===== src/rtl/wb_frame_tx.sv =====
// Wishbone-classic slave: queues FRAME_W-bit words in a FIFO and serialises
// each as a frame on data_o (framed by ena_o), with programmable bit period and order.
module wb_frame_tx #(
  parameter int FRAME_W    = 10,
  parameter int FIFO_DEPTH = 8,
  parameter int DIV_W      = 16,
  parameter int DIV_RST    = 3,
  parameter int GAP_BITS   = 1
) (
  input  logic        CLK_I,
  input  logic        RST_I,
  input  logic        CYC_I,
  input  logic        STB_I,
  input  logic        WE_I,
  input  logic [31:0] ADR_I,
  input  logic [31:0] DAT_I,
  output logic [31:0] DAT_O,
  output logic        ACK_O,
  output logic        ena_o,
  output logic        data_o
);

  localparam int AW = (FIFO_DEPTH > 1) ? $clog2(FIFO_DEPTH) : 1;
  localparam int BW = (FRAME_W > 1) ? $clog2(FRAME_W) : 1;

  localparam logic [1:0] S_IDLE  = 2'd0;
  localparam logic [1:0] S_SHIFT = 2'd1;
  localparam logic [1:0] S_GAP   = 2'd2;

  localparam logic [1:0] A_DATA   = 2'd0;
  localparam logic [1:0] A_CTRL   = 2'd1;
  localparam logic [1:0] A_DIV    = 2'd2;
  localparam logic [1:0] A_STATUS = 2'd3;

  logic               acc;
  logic               wr;
  logic [1:0]         sel;
  logic [31:0]        rdata;
  logic [31:0]        status;

  logic               en;
  logic               msb;
  logic [DIV_W-1:0]   div;
  logic               ovf;

  logic [FRAME_W-1:0] mem [FIFO_DEPTH];
  logic [AW-1:0]      wptr;
  logic [AW-1:0]      rptr;
  logic [AW:0]        level;
  logic               empty;
  logic               full;
  logic               push_req;
  logic               push_ok;
  logic               pop;
  logic               flush;
  logic               ovf_set;
  logic               ovf_clr;

  logic [1:0]         state;
  logic [FRAME_W-1:0] shreg;
  logic [BW-1:0]      bitcnt;
  logic [DIV_W-1:0]   divcnt;
  logic [DIV_W-1:0]   div_lat;
  logic               msb_lat;
  logic [3:0]         gapcnt;
  logic               cur_bit;

  logic               unused_bits;
  assign unused_bits = ^{ADR_I, DAT_I};

  // Register access happens on the same edge that raises ACK_O.
  assign acc = CYC_I & STB_I & ~ACK_O;
  assign wr  = acc & WE_I;
  assign sel = ADR_I[3:2];

  assign empty    = (level == '0);
  assign full     = (level == (AW+1)'(FIFO_DEPTH));
  assign pop      = (state == S_IDLE) & en & ~empty;
  assign push_req = wr & (sel == A_DATA);
  assign push_ok  = push_req & (~full | pop);
  assign flush    = wr & (sel == A_CTRL) & DAT_I[2];
  assign ovf_set  = push_req & full & ~pop;
  assign ovf_clr  = wr & (sel == A_STATUS) & DAT_I[3];

  always_comb begin
    status = '0;
    status[0] = (state != S_IDLE);
    status[1] = empty;
    status[2] = full;
    status[3] = ovf;
    status[8 +: AW+1] = level;
  end

  always_comb begin
    rdata = '0;
    case (sel)
      A_CTRL:   rdata = {30'd0, msb, en};
      A_DIV:    rdata = 32'(div);
      A_STATUS: rdata = status;
      default:  rdata = '0;
    endcase
  end

  always_ff @(posedge CLK_I or negedge RST_I) begin
    if (!RST_I) begin
      ACK_O <= 1'b0;
      DAT_O <= '0;
      en    <= 1'b0;
      msb   <= 1'b0;
      div   <= DIV_W'(DIV_RST);
      ovf   <= 1'b0;
    end else begin
      ACK_O <= CYC_I & STB_I & ~ACK_O;
      DAT_O <= (acc & ~WE_I) ? rdata : '0;
      if (wr && sel == A_CTRL) begin
        en  <= DAT_I[0];
        msb <= DAT_I[1];
      end
      if (wr && sel == A_DIV) div <= DAT_I[DIV_W-1:0];
      if (ovf_set)      ovf <= 1'b1;
      else if (ovf_clr) ovf <= 1'b0;
    end
  end

  always_ff @(posedge CLK_I) begin
    if (push_ok) mem[wptr] <= DAT_I[FRAME_W-1:0];
  end

  // Flush wins over a simultaneous push or pop; a popped word is already in shreg.
  always_ff @(posedge CLK_I or negedge RST_I) begin
    if (!RST_I) begin
      wptr  <= '0;
      rptr  <= '0;
      level <= '0;
    end else if (flush) begin
      wptr  <= '0;
      rptr  <= '0;
      level <= '0;
    end else begin
      if (push_ok) wptr <= wptr + 1'b1;
      if (pop)     rptr <= rptr + 1'b1;
      if (push_ok && !pop)      level <= level + 1'b1;
      else if (!push_ok && pop) level <= level - 1'b1;
    end
  end

  assign cur_bit = msb_lat ? shreg[FRAME_W-1] : shreg[0];

  always_ff @(posedge CLK_I or negedge RST_I) begin
    if (!RST_I) begin
      state   <= S_IDLE;
      shreg   <= '0;
      bitcnt  <= '0;
      divcnt  <= '0;
      div_lat <= '0;
      msb_lat <= 1'b0;
      gapcnt  <= '0;
    end else begin
      case (state)
        S_IDLE: begin
          if (pop) begin
            shreg   <= mem[rptr];
            div_lat <= div;
            divcnt  <= div;
            msb_lat <= msb;
            bitcnt  <= BW'(FRAME_W - 1);
            state   <= S_SHIFT;
          end
        end
        S_SHIFT: begin
          if (divcnt == '0) begin
            if (bitcnt == '0) begin
              if (GAP_BITS == 0) begin
                state <= S_IDLE;
              end else begin
                state  <= S_GAP;
                gapcnt <= 4'(GAP_BITS - 1);
                divcnt <= div_lat;
              end
            end else begin
              shreg  <= msb_lat ? (shreg << 1) : (shreg >> 1);
              bitcnt <= bitcnt - 1'b1;
              divcnt <= div_lat;
            end
          end else begin
            divcnt <= divcnt - 1'b1;
          end
        end
        S_GAP: begin
          if (divcnt == '0) begin
            if (gapcnt == '0) begin
              state <= S_IDLE;
            end else begin
              gapcnt <= gapcnt - 1'b1;
              divcnt <= div_lat;
            end
          end else begin
            divcnt <= divcnt - 1'b1;
          end
        end
        default: state <= S_IDLE;
      endcase
    end
  end

  // Outputs trail the FSM by one register stage, so nothing reaches them combinationally.
  always_ff @(posedge CLK_I or negedge RST_I) begin
    if (!RST_I) begin
      ena_o  <= 1'b0;
      data_o <= 1'b0;
    end else begin
      ena_o  <= (state == S_SHIFT);
      data_o <= (state == S_SHIFT) & cur_bit;
    end
  end

endmodule

===== config.mk =====
export PLATFORM = sky130hd
export DESIGN_NAME = wb_frame_tx
export DESIGN_NICKNAME = d
export VERILOG_FILES = /design/src/rtl/wb_frame_tx.sv
export SDC_FILE = /design/constraint.sdc
export NUM_CORES = 1
export LEC_CHECK = 0
export ABC_AREA = 1
export BUFFER_PORTS_ARGS = -buffer_cell sky130_fd_sc_hd__buf_2
export CORE_MARGIN = 2
export CORE_UTILIZATION = 28
export DETAILED_ROUTE_END_ITERATION = 8
export PLACE_DENSITY = 0.46
export SETUP_SLACK_MARGIN = 0.02
export SKIP_CTS_REPAIR_TIMING = 1
export SYNTH_ARGS = -nofsm -noshare
export SYNTH_HDL_FRONTEND = slang
export SYNTH_SLANG_ARGS = --single-unit

===== constraint.sdc =====
create_clock -name CLK_I -period 5.26 [get_ports CLK_I]
set_input_delay 0.526 -clock CLK_I [delete_from_list [all_inputs] [get_ports CLK_I]]
set_output_delay 0.526 -clock CLK_I [all_outputs]
set_load 0.02 [all_outputs]

* Word-level counts from Yosys, hierarchy flattened
Memory sizes are Yosys's and may differ from the RTL's.
Cells that the tools add are included.
Widths: inputs -> output; s select.
** Cells by class
- $add $sub $neg :: 7
- Eq/ne operators :: 14
- Multiplexer cells :: 39
- Bitwise operators :: 21
- Reduce and logical (&&, ||, !) cells :: 25
** Operators by type and width (count)
- $pmux 16 s3 :: 2
- $mux 16 :: 4
- $mux 10 :: 4
- $mux 4 :: 10
- $mux 32 :: 1
- $pmux 10 s2 :: 1
- $logic_not 16->1 :: 1
- $pmux 4 s2 :: 2
- $sub 16x1->16 const B :: 1
- $and 1x1->1 :: 15
- $ne 2x2->1 const B :: 7
- $logic_not 4->1 :: 3
- $mux 3 :: 4
- $reduce_bool 2->1 :: 6
- $sub 4x1->4 const B :: 3
- $mux 2 :: 5
- $reduce_and 5->1 :: 2
- $add 3x1->3 const B :: 2
- $eq 2x2->1 const B :: 3
- $pmux 2 s3 :: 1
- $reduce_bool 3->1 :: 2
- $mux 1 :: 5
- $not 1->1 :: 5
- $add 4x1->4 const B :: 1
- other kinds (10) :: 16
** Word-level totals
- Bits in registers :: 117
- RAM bits :: 80
- Bits of input ports :: 69
- Output and inout port bits :: 35
- Logic and storage cells :: 125
- Memories :: 1
** Memory list
- mem :: words 8, bits a word 10, rd ports 1, clocked after Yosys merged registers in 0, wr ports 1, line 46 : logic [FRAME_W-1:0] mem [FIFO_DEPTH];

* Depth between registers and ports, before layout
Gate-level depths: netlist of run 1.
- Word-level depth :: 10
- Mapped depth :: 15
- Mapped depth without buffers :: 15

* Worst setup path after synthesis of run 1
OpenSTA, ideal clock, no wires.
- Path kind :: input to register
- From :: input port CYC_I
- To :: memory mem[0][0] (enable)
- Setup time :: 0.390 ns
- Arrival :: 1.975 ns
- Required time :: 4.870 ns
- Path slack :: 2.895 ns
- Stages :: 6
- Path buffers :: 0
- Path through :: nand2_1 nor2_2 nand4_1 nor2_1 nand2_1 nor3_1
** Between the ends
- Cells in the longest elaborated chain, start to end :: 7
** Ends and longest elaborated chain
- start: declaration :: line 12 : input logic CYC_I,
- $and 1x1->1 (2 in series) :: line 72 : assign acc = CYC_I & STB_I & ~ACK_O;
- net acc :: line 35 : logic acc;
- $and 1x1->1 :: line 73 : assign wr = acc & WE_I;
- $and 1x1->1 :: line 79 : assign push_req = wr & (sel == A_DATA);
- $and 1x1->1 :: line 80 : assign push_ok = push_req & (~full | pop);
- $mux 1 :: line 126 : if (push_ok) mem[wptr] <= DAT_I[FRAME_W-1:0];
- $mux 1 (not written as such) :: line 126
- end: declaration :: line 46
The timed path passes the listed nets, and every way through them passes these cells.

* Final worst setup path of run 1
- From :: register state[1]
- To :: register level[3]
** Between the ends
- Cells in the longest elaborated chain, start to end :: 8
** Ends and longest elaborated chain
- start: declaration :: line 59 : logic [1:0] state;
- start signal: assignment :: line 151 : state <= S_IDLE;
- start signal: assignment :: line 167 : state <= S_SHIFT;
- start signal: assignment :: line 174 : state <= S_IDLE;
- $logic_not 2->1 (*) :: line 78 : assign pop = (state == S_IDLE) & en & ~empty;
- $and 1x1->1 (*) (2 in series) :: line 78
- $or 1x1->1 :: line 80
- $and 1x1->1 :: line 80
- $logic_and 1x1->1 / $logic_not 1->1 (equally long branches) :: line 142, 143
- $mux 4 / $logic_and 1x1->1 (equally long branches) :: line 142, 143
- $mux 4 / $reduce_bool 3->1 (equally long branches)
- end signal: assignment :: line 142 : if (push_ok && !pop) level <= level + 1'b1;
- end signal: assignment :: line 143 : else if (!push_ok && pop) level <= level - 1'b1;
- end: declaration :: line 49 : logic [AW:0] level;
Mark *: on every way between the ends. The rest lies on a longest branch, timed or not.
A chain may end at the register's enable or synchronous reset.

==> key figures, run 1 <==
GRT
  • Largest net degree at the start of global routing: 63
  • GRT Total Usage: 0.1372
  • First-pass GRT wire length: 34.96 mm
  • Initial antenna violation count: 0
  • Vias in the first global route: 6127
  • Total grt overflow: 0

Final layout
  • Share of cells above drive strength 1: 0.1180
  • Nets: 1087
  • Filler cells: 3179
  • Area occupied by multi-input gates: 3179 sq um
  • P&R area growth vs syn: 13.34%
  • Cell area after layout: 9854 sq um
  • # diodes: 0
  • FF+latch area: 4932 sq um

Placed design
  • Hpwl dp: 14.15 mm
  • DP Area: 9244 sq um
  • Placer Congestion: 0.8115
  • IO Port Bufs: 41

Timing
  • Minimum clock period: 2.951 ns
  • Highest clock rate: 338.9 MHz
  • Tcrit/Tclk final: 0.5610
  • Layout Skew: 0.01229 ns
  • Rel. slew slack: 0.2842
  • Final hold viol count: 0
  • Setup TNS: 0 ns
  • RSZ-0062 raised after global routing: false
  • Worst-margin pin slew: 1.073 ns
  • Pins Over Slew Limit: 0
  • Setup Viol. Count Final: 0

Setup path
  • Crit path capture type: register
  • Worst path bufs/invs: 2
  • CP cell instances: inv_1 > ha_1 > nand2_1 > inv_1 > nand2_2 > nand3_1 > ha_1 > a21oi_1 > nand2_1 > nand2_1 > nand2_1 > nand2_1 > nand2_1 > nand2_1 > nand2_1
  • Reg2reg path depth: 15
  • Flop2flop setup slack: 2.31 ns
  • Startpoint types: register
  • WP data arrival: 3.28 ns
  • CP max stage cell: nand2_2
  • Crit path top cell by count: nand2_1
  • Family with the most delay on the worst path: simple AND/OR/NAND/NOR gates
  • Critical setup path kind: reg -> reg
  • Reg2reg end: level[3]
  • CP peak stage delay: 0.56 ns
  • Reg-to-reg startpoint: state[1]
  • Critical Path RT: 5.59 ns
  • Max Fanout on Critical Path: 44

Synthesis
  • Sequential fraction of the synthesis area: 0.5673
  • Ys async rst share: 0.5580
  • Top FF cell, synth: dfrtp_1
  • Count leader, synth: nand2_1
  • Top area cells in the synthesized netlist: dfrtp_1 (28%), edfxtp_1 (28%), nand2_1 (9.0%), nor2_1 (6.3%), o21ai_0 (5.5%)
  • Yosys cell types: 45
  • Number of synthesized flops with an enable pin: 80
  • Post-synth top area share: 0.2849
  • Area leader, netlist: dfrtp_1
  • Most instantiated cells after synthesis: nand2_1 (209), nor2_1 (145), dfrtp_1 (99), o21ai_0 (95), inv_1 (85)
  • Syn Inst Count: 967
  • Flops & latches, synth: 181
  • Mean Syn Cell Area: 8.991 sq um
  • Ys Warns: 0
  • Mapped cell area: 8695 sq um

Die
  • Top Ports: 104
  • Die height: 180.2 microns
  • Total Die Area: 32480 sq um
  • Die width: 180.2 microns
  • Site Rows: 64
  • Core ar.: 30590 sq um
  • Starting density of the core: 0.2842

Worst hold path
  • Hold WC Path Type: in -> async

Drt
  • Initial DRC Count: 364
  • Remaining antenna violation count: 0
  • DRC: 0
  • Pre-antenna DRT Iters: 5
  • Vias post-DR: 6370
  • Routed vias/inst: 4.508
  • Routed wire length per instance: 15.35 microns
  • Final WL: 21.69 mm

CTS
  • H-tree Lvls: 4
  • CTS Buffer Depth: 2
  • TritonCTS Buffers: 17
  • TritonCTS clock tree: done
  • Clock Sinks: 181
  • Worst-path clk slew: 0.08 ns
  • Worst-Skew Late Latency: 0.43 ns
  • Root Buffer: clkbuf_16

Pwr
  • Sw power: 2.226 mW
  • Switching part of the total: 0.4220
  • Int Power: 3.050 mW
  • Gate power share: 0.372
  • Sequential fraction of design power: 0.378
  • Maximum vdd drop: 0.2313 mV
  • Leakage power total: 4.365 nW
  • Clk network pwr share: 0.250
  • Power Density: 535.4 nW/um^2

Flow run
  • Max Cap Violations: 0

Outcome
  • Status: finished clean
cell usage in the layout (no fill, tap or decap), drive strengths merged, types with 16 or more instances in the layout:
| master | instances |
|---|---|
| nor2 | 157 |
| conb | 16 |
| inv | 98 |
| a21oi | 23 |
| buf | 53 |
| clkbuf | 17 |
| edfxtp | 80 |
| nand2 | 216 |
| o21ai | 104 |
| nor3 | 19 |
| dfrtp | 99 |
| nand3 | 66 |
power by group through the flow:
stage | Clock (mW) | Sequential [mW] | Combinational [mW]
after floorplan | 0 | 1.96 | 1.55
after global placement | 0 | 2.02 | 1.99
after detailed placement | 0 | 2.02 | 2.00
after CTS | 1.35 | 1.99 | 2.01
after global routing | 1.41 | 2.04 | 2.28
final | 1.32 | 1.99 | 1.96
metal layers:
metal  track usage  wire length, microns  up-vias
met2        0.2197                 10120      113
met5             0                     0        -
li1              -                     -     3232
met3       0.02183                   607       18
met1        0.1911                 10660     3007
met4       0.04129                   304        0
sequential cells by signal, indices dropped and copies added (netlist names), 4 cells and up:
name	cells
div	16
gapcnt	4
shreg	10
div_lat	16
DAT_O	16
bitcnt	4
divcnt	16
level	4
mem	80
metrics by stage:
stage,instances,setup WS [ns],hold slack [ns],power [mW],utilization
after global routing,1413,1.936,0.2304,5.719,0.3222
final,1413,2.309,0.1636,5.276,0.3222
after CTS,1413,2.262,0.2013,5.353,0.3222
after floorplan,982,2.895,0.2304,3.517,-
after detailed placement,1381,2.295,0.4671,4.018,0.3022
after global placement,1381,2.292,0.4606,4.007,0.3022
area by class of cell:
type	instances	share of cell area
clock inverters	15	0.01879
well taps	396	0.05028
clock buffers	17	0.04317
flip-flops and latches	181	0.5005
repair buffers	53	0.03022
inverters	90	0.03441
multi-input cells	661	0.3226
cell families after synthesis:
logic type / Yosys count / share of synthesized area
simple gates: 478 / 0.2383
flops: 181 / 0.5673
compound gates: 145 / 0.09081
buf+inv: 140 / 0.07382
fa+ha+maj: 14 / 0.02101
xor+xnor: 7 / 0.007052
other cells: 1 / 0.0004313
mux: 1 / 0.001295
worst max-delay path by stage:
stage                        start   endpoint  slack (ns)  cells after the start
after detailed placement  state[0]   level[3]        2.29                     15
after global placement    state[1]   level[3]        2.29                     15
after floorplan              CYC_I  mem[0][0]        2.90                      6
after global routing      state[1]   level[3]        1.94                     15
final                     state[1]   level[3]        2.31                     15
after CTS                 state[1]   level[3]        2.26                     15
No activity file was read; power rests on OpenSTA's default activity.
==> run 2, diff against run 1 <==
==> constraint.sdc (replaced) <==
create_clock -name CLK_I -period 2.8 [get_ports CLK_I]
set_input_delay 0.28 -clock CLK_I [delete_from_list [all_inputs] [get_ports CLK_I]]
set_output_delay 0.28 -clock CLK_I [all_outputs]
set_load 0.02 [all_outputs]
==> key figures, run 2 (synthesis gave the netlist of run 1 again) <==
Outcome
  • Status: finished clean

GRT
  • Initial antenna violation count: 0
  • First-pass GRT wire length: 35.76 mm
  • GRT Total Usage: 0.1399
  • Largest net degree at the start of global routing: 102
  • Vias in the first global route: 6314
  • Total grt overflow: 0

Drt
  • Initial DRC Count: 487
  • Routed wire length per instance: 15.64 microns
  • Pre-antenna DRT Iters: 5
  • Routed vias/inst: 4.563
  • DRC: 0
  • Remaining antenna violation count: 0
  • Final WL: 22.25 mm
  • Vias post-DR: 6489

Timing
  • Setup TNS: 0 ns
  • Rel. slew slack: 0.5382
  • Worst-margin pin slew: 0.6884 ns
  • RSZ-0062 raised after global routing: false
  • Highest clock rate: 421.6 MHz
  • Final hold viol count: 0
  • Tcrit/Tclk final: 0.8471
  • Setup Viol. Count Final: 0
  • Minimum clock period: 2.372 ns
  • Layout Skew: 0.02408 ns
  • Pins Over Slew Limit: 0

Die
  • Die width: 180.2 microns
  • Total Die Area: 32480 sq um
  • Core ar.: 30590 sq um
  • Site Rows: 64
  • Top Ports: 104
  • Die height: 180.2 microns
  • Starting density of the core: 0.2842

CTS
  • CTS Buffer Depth: 2
  • Worst-Skew Late Latency: 0.46 ns
  • Clock Sinks: 181
  • TritonCTS Buffers: 17
  • TritonCTS clock tree: done
  • Worst-path clk slew: 0.09 ns
  • H-tree Lvls: 4
  • Root Buffer: clkbuf_16

Placed design
  • Hpwl dp: 14.62 mm
  • Placer Congestion: 0.8020
  • IO Port Bufs: 41

Setup path
  • Critical Path RT: 3.14 ns
  • CP cell instances: inv_1 > ha_1 > nand2_1 > inv_1 > nand2_2 > nand3_1 > ha_1 > a21oi_1 > nand2_1 > nand2_1 > nand2_1 > nand2_1 > nand2_1 > nand2_1 > nand2_1
  • CP peak stage delay: 0.38 ns
  • WP data arrival: 2.71 ns
  • Startpoint types: register
  • Max Fanout on Critical Path: 9
  • Crit path capture type: register
  • CP max stage cell: dfrtp_1
  • Critical setup path kind: reg -> reg
  • Crit path top cell by count: nand2_1

Pwr
  • Leakage power total: 4.427 nW
  • Power Density: 1016 nW/um^2
  • Power, Total: 10.13 mW
  • Maximum vdd drop: 0.5228 mV

Final layout
  • Commonest non-fill, non-tap cell in the layout: nand2_1
  • # diodes: 0
  • Commonest cells after routing, fill and taps aside: nand2_1 (209), nor2_1 (144), dfrtp_1 (99), o21ai_0 (95), inv_1 (85)
  • Nets: 1096
  • Share of cells above drive strength 1: 0.1248
  • P&R area growth vs syn: 14.65%
  • Most flop-heavy register: mem
  • Max reg flops: 80

Flow run
  • Max Cap Violations: 0

Worst hold path
  • Hold WC Path Type: in -> reg
run 2: cell type report:
class,count,area (sq um)
clock buffers,17,425.4
flip-flops and latches,181,4932
multi-input cells,661,3179
well taps,396,495.5
fillers,3218,20620
inverters,90,339.1
repair buffers,62,380.4
clock inverters,15,216.5
run 2: path summary, 6_finish.rpt:
path / to / slack [ns] / from / depth (start not counted)
max in group asynchronous: shreg[7] / 1.91 / RST_I / 3
min in group asynchronous: divcnt[12] / 0.41 / RST_I / 3
worst max register to register: level[3] / 0.43 / state[0] / 15
worst min register to register: ACK_O / 0.48 / ACK_O / 1
worst min-delay path: div[14] / 0.04 / DAT_I[14] / 3
worst max-delay path: level[3] / 0.43 / state[0] / 15
run 2: through the flow:
step             util  std cells  cell area, sq um  hold WS (ns)  worst slack (ns)
5_1_grt        0.3259       1422              9968       0.04656            0.2295
3_5_place_dp   0.3046       1389              9316        0.4080            0.4318
6_report       0.3259       1422              9968       0.03899            0.4281
3_3_place_gp   0.3046       1389              9316        0.4090            0.4451
2_1_floorplan       -        982              8751      -0.01559            0.4362
4_1_cts        0.3255       1421              9958      -0.07995            0.4172
run 2: worst max-delay path: cells and delay by family (launching register included):
| kind | cells | cell delay (ns) |
|---|---|---|
| adders and majority gates | 2 | 0.65 |
| AOI/OAI and AO/OA | 1 | 0.20 |
| and+or+nand+nor | 10 | 0.90 |
| buffers and inverters | 2 | 0.14 |
| DFF | 1 | 0.38 |
run 2: report_power, final:
| group | internal, mW | switching (mW) |
|---|---|---|
| logic | 1.25 | 2.56 |
| clock network | 1.27 | 1.33 |
| registers | 3.30 | 0.417 |
run 2: metal layers:
layer	GRT usage	wire, microns	part of all wire	up-vias
met3	0.02951	817	0.037	15
met1	0.1953	10960	0.49	3109
met5	0	0	0	-
met2	0.2250	10260	0.46	130
met4	0.02774	216	0.0097	0
li1	-	-	-	3235
